`config.mk`:
```
export PLATFORM = sky130hd
export DESIGN_NAME = vcb_mod_udl_flat
export DESIGN_NICKNAME = d
export VERILOG_FILES = /design/src/rtl/vcb_mod_udl_if.sv /design/src/rtl/vcb_mod_udl.sv /design/src/flat_wrapper.sv
export SDC_FILE = /design/constraint.sdc
export NUM_CORES = 1
export LEC_CHECK = 0
export CORE_MARGIN = 8
export CORE_UTILIZATION = 50
export DETAILED_ROUTE_END_ITERATION = 10
export GPL_TIMING_DRIVEN = 0
export PLACE_DENSITY = 0.95
export SLEW_MARGIN = 0
export SYNTH_ARGS = -nofsm -noshare
export SYNTH_HDL_FRONTEND = slang
export SYNTH_SLANG_ARGS = --single-unit
```
`constraint.sdc`:
```
create_clock -name clk -period 3.35 [get_ports clk]
set_input_delay 0.67 -clock clk [delete_from_list [all_inputs] [get_ports clk]]
set_output_delay 0.67 -clock clk [all_outputs]
set_load 0.05 [all_outputs]
```
`src/rtl/vcb_mod_udl_if.sv`:
```
// Control/data bundle for the modulo up/down counter: count/load controls
// toward the counter, state and cascade flags back from it.
interface vcb_mod_udl_if #(
  parameter int WIDTH = 8
);
  logic             ce;
  logic             up;
  logic             L;
  logic [WIDTH-1:0] D;
  logic             clr_ovf;
  logic [WIDTH-1:0] Q;
  logic             TC;
  logic             CEO;
  logic             OVF;

  modport master (
    output ce, up, L, D, clr_ovf,
    input  Q, TC, CEO, OVF
  );

  modport slave (
    input  ce, up, L, D, clr_ovf,
    output Q, TC, CEO, OVF
  );
endinterface

```
`src/rtl/vcb_mod_udl.sv`:
```
// WIDTH-bit modulo-MODULUS up/down counter with saturating parallel load,
// combinational terminal-count/cascade outputs and a sticky wrap flag.
module vcb_mod_udl #(
  parameter int              WIDTH   = 8,
  parameter longint unsigned MODULUS = 64'd1 << WIDTH
) (
  input  logic         clk,
  input  logic         R,
  vcb_mod_udl_if.slave bus
);
  localparam logic [WIDTH-1:0] MAX_VAL = WIDTH'(MODULUS - 64'd1);

  logic [WIDTH-1:0] q_q, q_d;
  logic             ovf_q, ovf_d;
  logic             at_max, at_zero, tc, wrap;

  assign at_max  = (q_q == MAX_VAL);
  assign at_zero = (q_q == '0);
  assign tc      = bus.up ? at_max : at_zero;
  // A wrap is a count step taken at the terminal value; load and reset pre-empt it.
  assign wrap    = bus.ce & tc & ~bus.L & ~R;

  always_comb begin
    q_d = q_q;
    if (bus.L) begin
      q_d = (bus.D > MAX_VAL) ? MAX_VAL : bus.D;
    end else if (bus.ce) begin
      if (bus.up) begin
        q_d = at_max ? '0 : q_q + 1'b1;
      end else begin
        q_d = at_zero ? MAX_VAL : q_q - 1'b1;
      end
    end
    ovf_d = wrap | (ovf_q & ~bus.clr_ovf);
  end

  always_ff @(posedge clk) begin
    if (R) begin
      q_q   <= '0;
      ovf_q <= 1'b0;
    end else begin
      q_q   <= q_d;
      ovf_q <= ovf_d;
    end
  end

  assign bus.Q   = q_q;
  assign bus.TC  = tc;
  assign bus.CEO = wrap;
  assign bus.OVF = ovf_q;
endmodule
```
`src/flat_wrapper.sv`:
```
// flat-port wrapper written by rule: the top's interface ports become plain ports
module vcb_mod_udl_flat 
#(
  parameter int              WIDTH   = 8,
  parameter longint unsigned MODULUS = 64'd1 << WIDTH
)
  (clk, R, bus_ce, bus_up, bus_L, bus_D, bus_clr_ovf, bus_Q, bus_TC, bus_CEO, bus_OVF);
  vcb_mod_udl_if #(.WIDTH(WIDTH)) bus_i ();
  input  logic clk;
  input  logic R;
  input wire logic [$bits(bus_i.ce)-1:0] bus_ce;
  input wire logic [$bits(bus_i.up)-1:0] bus_up;
  input wire logic [$bits(bus_i.L)-1:0] bus_L;
  input wire logic [$bits(bus_i.D)-1:0] bus_D;
  input wire logic [$bits(bus_i.clr_ovf)-1:0] bus_clr_ovf;
  output wire logic [$bits(bus_i.Q)-1:0] bus_Q;
  output wire logic [$bits(bus_i.TC)-1:0] bus_TC;
  output wire logic [$bits(bus_i.CEO)-1:0] bus_CEO;
  output wire logic [$bits(bus_i.OVF)-1:0] bus_OVF;
  assign bus_i.ce = bus_ce;
  assign bus_i.up = bus_up;
  assign bus_i.L = bus_L;
  assign bus_i.D = bus_D;
  assign bus_i.clr_ovf = bus_clr_ovf;
  assign bus_Q = bus_i.Q;
  assign bus_TC = bus_i.TC;
  assign bus_CEO = bus_i.CEO;
  assign bus_OVF = bus_i.OVF;
  vcb_mod_udl #(.WIDTH(WIDTH), .MODULUS(MODULUS)) u_core (.clk(clk), .R(R), .bus(bus_i));
endmodule
```
==> results of run 1 <==
-- layout by cell type, fill, tap and decap left out, types with 2 or more instances in the layout --
cell type / instances
clkdlybuf4s50_1: 20
inv_1: 11
a21oi_1: 11
dfxtp_1: 9
nand2_1: 7
nand3_1: 6
nor3_1: 5
nor2_1: 5
and3_1: 4
clkbuf_1: 4
o32ai_1: 4
xor2_1: 3
o21ai_0: 3
ha_1: 3
clkbuf_4: 3
buf_6: 2
buf_2: 2
clkbuf_2: 2
nor3b_2: 2
xnor2_1: 2
nand4_1: 2
a31oi_1: 2
a2111oi_2: 2
nor2b_1: 2
-- state kept, by name, summed over array words and instances, names as in the netlist --
signal	cells
u_core.bus.Q	8
u_core.bus.OVF	1
-- worst max-delay path, stage by stage --
cell and delay, ns:
clkdlybuf4s50_1 0.60, clkbuf_2 0.28, and3_1 0.23, a41oi_1 0.08, inv_1 0.08, dlygate4sd2_1 0.53
-- per-layer routing --
| layer | global-route usage, % | up-vias | part of all wire [%] |
|---|---|---|---|
| met5 | 0 | - | 0 |
| met4 | 5.94 | 0 | 1.9 |
| met3 | 4.19 | 8 | 7.0 |
| met2 | 26.8 | 41 | 49 |
| met1 | 19.7 | 451 | 42 |
| li1 | - | 473 | - |
-- logic make-up after synthesis --
kind of cell / Yosys count / synth area share [%]
simple gates: 39 / 27.3
compound gates: 37 / 31.7
buf+inv: 19 / 10.1
flops: 9 / 20.5
xor+xnor: 5 / 4.98
fa+ha+maj: 3 / 4.27
mux: 1 / 1.14
-- power breakdown --
group / internal (mW) / leakage (nW) / switching (mW)
clock: 0.0462 / 0.0150 / 0.0514
combinational: 0.0749 / 0.370 / 0.105
sequential: 0.115 / 0.0745 / 0.0129
-- per-stage QoR --
| stage | std cells | area (µm²) | hold WS, ns | utilization [%] |
|---|---|---|---|---|
| after global placement | 152 | 1120 | 0.464 | 66.4 |
| after detailed placement | 152 | 1120 | 0.486 | 66.4 |
| after global routing | 156 | 1140 | 0.513 | 67.6 |
| after CTS | 156 | 1150 | 0.494 | 67.9 |
| after floorplan | 113 | 880 | 0.688 | - |
| final | 156 | 1140 | 0.492 | 67.6 |
-- worst max-delay path by stage --
stage,start,slack [ns],depth (start not counted),endpoint
finish,bus_up,0.21,6,bus_TC
global route,bus_up,0.11,6,bus_TC
CTS,bus_up,0.02,6,bus_CEO
detailed placement,bus_up,-0.27,6,bus_CEO
global placement,bus_up,-0.29,6,bus_CEO
floorplan,u_core.bus.Q[1],0.51,5,bus_CEO
-- area by class of cell --
cell class	instances	area share (%)
timing repair buffer	22	18.7
buffer	8	4.27
inverter	11	3.61
tap	17	1.86
clock buffer	4	2.30
sequential	9	15.8
multi-input combinational	85	53.4
==> results.sh, run 1 <==
export IMPL_status="finished clean"
export IMPL_crit_type="in2out"
export IMPL_nFillCells=151
export IMPL_syn_area_um2=880
export IMPL_ios=25
export IMPL_cts_resized=3
export IMPL_antenna_found_initial=0
export IMPL_synthesis_nets=130
export IMPL_cts_tree="built"
export IMPL_viasPerCell=6.24
export IMPL_hold_viol_final=0
export IMPL_grt_ovfl_total=0
export IMPL_leakage_nw=0.459
export IMPL_r2r_end="u_core.bus.Q[4]"
export IMPL_detail_route_first_pass_iterations=4
export IMPL_rsz0062_at_grt="no"
export IMPL_seq_area_um2=180
export IMPL_p_total_mw=0.406
export IMPL_slew_viol_final=0
export IMPL_tns_ns=0
export IMPL_fp_row_count=15
export IMPL_ys_types=43
export IMPL_ys_seq_area_share_pct=20.5
export IMPL_io_buffers=22
export IMPL_vias=973
export IMPL_crit_arrival_ns=2.47
export IMPL_cap_violations=0
export IMPL_cts_htree_levels=1
export IMPL_cp_start_kind="primary input"
export IMPL_clock_latency_ns=0.28
export IMPL_wl_per_cell_um=16.9
export IMPL_drc=0
export IMPL_initialDrtViolationCount=64
export IMPL_synth_edf_count=0
export IMPL_setup_ws_ns=0.209
export IMPL_avgSynthCellArea_um2=7.78
export IMPL_area_growth_syn_to_layout_pct=29.9
export IMPL_syn_inst=113
export IMPL_clockRootBuffer="clkbuf_4"
export IMPL_multi_input_area_um2=611
export IMPL_whs_endpoint="u_core.bus.OVF"
export IMPL_dp_hpwl_um=1950
export IMPL_postCtsHoldBufs=0
export IMPL_numCtsBuffers=3
export IMPL_drt_total_wl_um=2630
export IMPL_r2r_cells=6
export IMPL_fin_crit_ns=3.14
export IMPL_cts_sinks=9
export IMPL_reg2reg_slack_ns=1.38
export IMPL_rr_startpoint="u_core.bus.Q[1]"
export IMPL_end_kind="primary output"
export IMPL_drive_gt1_share_pct=13.7
export IMPL_chipWidth_um=57.9
export IMPL_ir_worst_vdd_uv=239
export IMPL_gr_usage_all_layers_pct=16.2
export IMPL_post_cts_buffers=0
export IMPL_cts_clk_slew_worst_paths_ns=0.07
export IMPL_hold_path_startpoint="u_core.bus.OVF"
export IMPL_synth_top_area_share_pct=20.5
export IMPL_relSlewSlack_pct=61.1
export IMPL_antennaDiodeCount=0
export IMPL_fp_dieArea_um2=3360
export IMPL_synth_commonest_cells="a21oi_1 (11), inv_1 (11), dfxtp_1 (9)"
export IMPL_core_area_um2=1690
export IMPL_place_ws_ns=-0.269
export IMPL_tightest_slew_ns=0.584
export IMPL_gp_congestion=0.909
export IMPL_yosysWarnings=0
export IMPL_whs_path_depth=2
export IMPL_synth_top_area_cell="dfxtp_1"
export IMPL_yosys_top_cells_area="dfxtp_1 (20%), a21oi_1 (6.3%), inv_1 (4.7%)"
export IMPL_die_y_um=57.9
export IMPL_async_flop_share_pct=0
export IMPL_setup_violations=0
export IMPL_clk_path_buf_depth=2
export IMPL_grt_max_degree=11
export IMPL_grt_pass1_vias=919
export IMPL_synth_top_flop_cell="dfxtp_1"
export IMPL_hold_path_class="reg2reg"
export IMPL_skew_ns=0.0125
export IMPL_required_ns=2.68
export IMPL_powerDensity_nw_per_um2=356
export IMPL_start_util_pct=52.1
export IMPL_synth_seq_cells=9
export IMPL_fin_crit_sh_pct=93.8
export IMPL_layout_nets=157
export IMPL_ant_nets=0
export IMPL_grt_pass1_wl_um=4330
export IMPL_critical_path_max_fanout=10
export IMPL_max_freq_mhz=318
Note: power is estimated with default switching activity, not from simulation.
==> run 2: changes to the inputs <==
- MAX_ROUTING_LAYER: default -> met4
- SLEW_MARGIN: 0 -> default
==> run 2 against run 1 <==
Effect of this change: sequential cell count did not move; sequential power barely moved; total power fell by 1.8%; sequential share of layout area fell by 0.086 points; critical path depth did not move; fmax fell by 1.7%; clock power fell by 7.5%; wire length fell by 1.3%; highest routed layer unchanged.
==> results.sh, run 2 (synthesis gave the netlist of run 1 again) <==
export IMPL_status="finished clean"
export IMPL_grt_pass1_wl_um=4260
export IMPL_slew_viol_final=0
export IMPL_place_ws_ns=-0.292
export IMPL_antennaDiodeCount=0
export IMPL_grt_pass1_vias=900
export IMPL_skew_ns=0.00328
export IMPL_dp_cells=152
export IMPL_ir_worst_vdd_uv=186
export IMPL_drive_gt1_share_pct=13.7
export IMPL_clk_path_buf_depth=2
export IMPL_hold_viol_final=0
export IMPL_core_area_um2=1690
export IMPL_grt_ovfl_total=0
export IMPL_path_cells="clkdlybuf4s50_1 -> clkbuf_2 -> and3_1 -> a41oi_1 -> inv_1 -> dlygate4sd2_1"
export IMPL_relSlewSlack_pct=61.3
export IMPL_stdcell_count=156
export IMPL_cts_clk_slew_worst_paths_ns=0.06
export IMPL_die_y_um=57.9
export IMPL_layout_common_cells="clkdlybuf4s50_1 (20), inv_1 (11), a21oi_1 (11)"
export IMPL_powerDensity_nw_per_um2=347
export IMPL_tns_ns=0
export IMPL_antenna_found_initial=0
export IMPL_crit_arrival_ns=2.52
export IMPL_cts_htree_levels=1
export IMPL_vias=992
export IMPL_setup_ws_ns=0.156
export IMPL_fin_crit_ns=3.19
export IMPL_cts_sinks=9
export IMPL_clockRootBuffer="clkbuf_4"
export IMPL_final_common_cell="clkdlybuf4s50_1"
export IMPL_wl_per_cell_um=16.6
export IMPL_fp_dieArea_um2=3360
export IMPL_hold_path_class="reg2reg"
export IMPL_setup_violations=0
export IMPL_numCtsBuffers=3
export IMPL_crit_type="in2out"
export IMPL_fin_crit_sh_pct=95.3
export IMPL_drc=0
export IMPL_area_growth_syn_to_layout_pct=30.6
export IMPL_initialDrtViolationCount=64
export IMPL_drt_total_wl_um=2600
export IMPL_seq_area_um2=180
export IMPL_clock_latency_ns=0.27
export IMPL_nFillCells=141
export IMPL_leakage_nw=0.458
export IMPL_io_buffers=22
export IMPL_crit_slowest_cell="clkdlybuf4s50_1"
export IMPL_grt_max_degree=11
export IMPL_ios=25
export IMPL_viasPerCell=6.36
export IMPL_cp_start_kind="primary input"
export IMPL_ant_nets=0
export IMPL_cts_tree="built"
export IMPL_gr_usage_all_layers_pct=16.5
export IMPL_detail_route_first_pass_iterations=4
export IMPL_largest_reg_flops=8
export IMPL_dp_hpwl_um=1900
export IMPL_max_freq_mhz=313
export IMPL_slowest_delay_ns=0.60
export IMPL_gp_congestion=0.980
export IMPL_tightest_slew_ns=0.581
export IMPL_required_ns=2.68
export IMPL_layout_nets=157
export IMPL_fin_util_pct=68.0
export IMPL_critical_path_max_fanout=10
export IMPL_chipWidth_um=57.9
export IMPL_postCtsHoldBufs=0
export IMPL_start_util_pct=52.1
export IMPL_rsz0062_at_grt="no"
export IMPL_post_cts_buffers=0
export IMPL_cap_violations=0
export IMPL_end_kind="primary output"
export IMPL_multi_input_area_um2=611
export IMPL_fp_row_count=15
run 2: cell types whose count changed in the layout (fill, tap and decap cells not counted), sizes merged:
| cell | previous run | this run |
|---|---|---|
| clkbuf | 9 | 8 |
| clkdlybuf4s15 | 0 | 1 |
run 2: worst paths after layout:
check                                      from              end  slack [ns]  cells past startpoint
worst max register to register  u_core.bus.Q[0]  u_core.bus.Q[4]        1.49                      6
worst max-delay path                     bus_up           bus_TC        0.16                      6
worst min register to register   u_core.bus.OVF   u_core.bus.OVF        0.48                      2
worst min-delay path             u_core.bus.OVF   u_core.bus.OVF        0.48                      2
run 2: repair_timing:
action                                  in CTS  in global routing
gates cloned                                 0                  0
endpoints found under the hold margin        0                  0
endpoints found under the setup margin       2                  2
gates resized for setup                      4                  2
run 2: area by class of cell:
type	count	area share, %
inverters	11	3.59
flip-flops and latches	9	15.7
repair buffers	22	19.2
multi-input cells	85	53.2
well taps	17	1.85
plain buffers	8	4.25
clock buffers	4	2.29
run 2: stage by stage:
stage / cell area, µm² / total power [mW] / hold slack [ns]
floorplan: 880 / 0.256 / 0.688
global placement: 1120 / 0.306 / 0.461
detailed placement: 1120 / 0.309 / 0.477
CTS: 1150 / 0.400 / 0.487
global route: 1150 / 0.419 / 0.507
finish: 1150 / 0.399 / 0.483
run 2: metal layers:
| metal | share of wire, % | GRT usage (%) |
|---|---|---|
| met1 | 43 | 21.3 |
| met2 | 46 | 24.2 |
| met3 | 8.2 | 3.31 |
| met4 | 2.2 | 7.34 |
| met5 | 0 | - |
run 2: critical path, delay by kind of cell:
family	cells	cell delay, ns
buf+inv	4	1.50
compound gates	1	0.10
simple gates	1	0.25
run 2: power breakdown:
part | total [mW] | internal, mW | switching, mW | leakage [nW]
combinational | 0.180 | 0.0749 | 0.105 | 0.369
sequential | 0.129 | 0.115 | 0.0134 | 0.0745
clock | 0.0903 | 0.0462 | 0.0441 | 0.0150
total | 0.399 | 0.237 | 0.162 | 0.458
==> RTL edit (flow settings as in run 1) <==
`WIDTH` is set to 8 in 3 places; all go to 10.
--- a/src/rtl/vcb_mod_udl_if.sv
+++ b/src/rtl/vcb_mod_udl_if.sv
@@ -1,7 +1,7 @@
 // Control/data bundle for the modulo up/down counter: count/load controls
 // toward the counter, state and cascade flags back from it.
 interface vcb_mod_udl_if #(
-  parameter int WIDTH = 8
+  parameter int WIDTH = 10
 );
   logic             ce;
   logic             up;
--- a/src/rtl/vcb_mod_udl.sv
+++ b/src/rtl/vcb_mod_udl.sv
@@ -1,7 +1,7 @@
 // WIDTH-bit modulo-MODULUS up/down counter with saturating parallel load,
 // combinational terminal-count/cascade outputs and a sticky wrap flag.
 module vcb_mod_udl #(
-  parameter int              WIDTH   = 8,
+  parameter int              WIDTH   = 10,
   parameter longint unsigned MODULUS = 64'd1 << WIDTH
 ) (
   input  logic         clk,
--- a/src/flat_wrapper.sv
+++ b/src/flat_wrapper.sv
@@ -1,7 +1,7 @@
 // flat-port wrapper written by rule: the top's interface ports become plain ports
 module vcb_mod_udl_flat 
 #(
-  parameter int              WIDTH   = 8,
+  parameter int              WIDTH   = 10,
   parameter longint unsigned MODULUS = 64'd1 << WIDTH
 )
   (clk, R, bus_ce, bus_up, bus_L, bus_D, bus_clr_ovf, bus_Q, bus_TC, bus_CEO, bus_OVF);
Interface: changed (resized bus_D and bus_Q); port bits go from 25 to 29. No check against the original RTL was run, so the function may have changed too.
==> RTL edit against run 1 <==
- routed wire length increased by 14%
- largest cell class unchanged
- highest routed layer unchanged
- design area increased by 10%
- sequential cell count increased by 2
- clock power about the same
- synthesized area increased by 5.0%
- synthesized cell count increased by 8.0%
- clock skew decreased by 0.012 ns
- power increased by 4.9%
- worst setup slack got worse by 0.063 ns
- via count increased by 11%
==> RTL edit: results (changes against run 1) <==
metric,value,unit,change
grt_pass1_wl,4616,microns,+6.5%
num-nonclk-buffers,35,,+17%
dp_hpwl,2172,microns,+12%
inverters,5,,-6
drt_iter0_markers,55,,-14%
synth_fa_ha_area_frac,0.02710,,-0.01557
drive_gt1_frac,0.09804,,-0.03865
clock_cell_area_share,0.02092,,-0.002085
synth_cell_type_count,40,,-7.0%
groute.layer.met2.usage,0.2866,,+0.01909
use_met1,0.1933,,-0.003851
largest_reg_flops,10,,+2
regArea,220.2,sq um,+22%
fin_skew,0.0007392,ns,-0.01178 ns
p_leak,0.0004627,uW,+0.79%
num_vias,1080,,+11%
wl_met1,1221,microns,+10%
synth_area_leaders,"dfxtp_1 24%, a21oi_1 6.5%, nor3_1 3.8%",,
nFillCells,148,,-2.0%
io_buffer_count,27,,+23%
synth_compound_area_frac,0.2575,,-0.05976
wl_met3,282,microns,+53%
async_flop_share,0,,unchanged
fin_cells,178,,+14%
avgRoutedWirePerCell,16.89,microns,+0.20%
grt_pass1_vias,1033,,+12%
power_density,339.3,nW/um^2,-4.6%
path_max_fanout,7,,-3
multi_input_gates,98,,+15%
placed_cells,174,,+14%
buffer_area_frac,0.2390,,+0.009035
met2_length,1450,microns,+12%
h-tree-depth,1,,unchanged
grt_usage,0.1709,,+0.008417
place_area,1236,sq um,+10%
grt_util_met3,0.04555,,+0.003611
muxShareOfSynthArea,0.02304,,+0.01166
cts.sinks,11,,+2
multi_input_comb_area,659.4,sq um,+8.0%
synth-xor-area-share,0.05691,,+0.007124
synth_common_cells,"12 x a21oi_1, 11 x dfxtp_1, 8 x nand2_1",,
synth_nets,140,,+7.7%
critPathMaxStageDelay,0.57,ns,-0.03 ns
critPathSlowestCell,or4_1,,
arrival,2.53,ns,+0.06 ns
slew_headroom,0.6056,,-0.004964
syn_inst,122,,+8.0%
seq_area_frac_synth,0.2385,,+0.03365
status,"finished, final reports clean",,
pre_cts_slack,-0.2762,ns,-0.007013 ns
peakVddDrop,302.8,uV,+27%
place_congestion,0.8547,,-6.0%
[RTL edit: cell types whose count changed in the layout (fill, tap and decap cells not counted), moves of 3 or more]
cell	before	now
and4_1	0	3
o32ai_1	4	0
nand3_1	6	2
o21ai_1	0	5
clkdlybuf4s50_1	20	25
nor3b_1	0	3
or4_1	0	3
inv_1	11	5
[RTL edit: worst paths after layout]
| path | startpoint | end | slack (ns) | cells after the start |
|---|---|---|---|---|
| worst min register to register | u_core.bus.OVF$_SDFF_PP0_ | u_core.bus.OVF$_SDFF_PP0_ | 0.60 | 3 |
| worst max register to register | u_core.bus.Q[0]$_SDFFE_PP0P_ | u_core.bus.Q[0]$_SDFFE_PP0P_ | 1.24 | 6 |
| worst min-delay path | u_core.bus.OVF$_SDFF_PP0_ | u_core.bus.OVF$_SDFF_PP0_ | 0.60 | 3 |
| worst max-delay path | bus_up | bus_TC | 0.15 | 5 |
[RTL edit: power by group]
group	switching, uW	internal, uW
sequential	15.6	140
combinational	102	71.1
clock	51.3	46.2
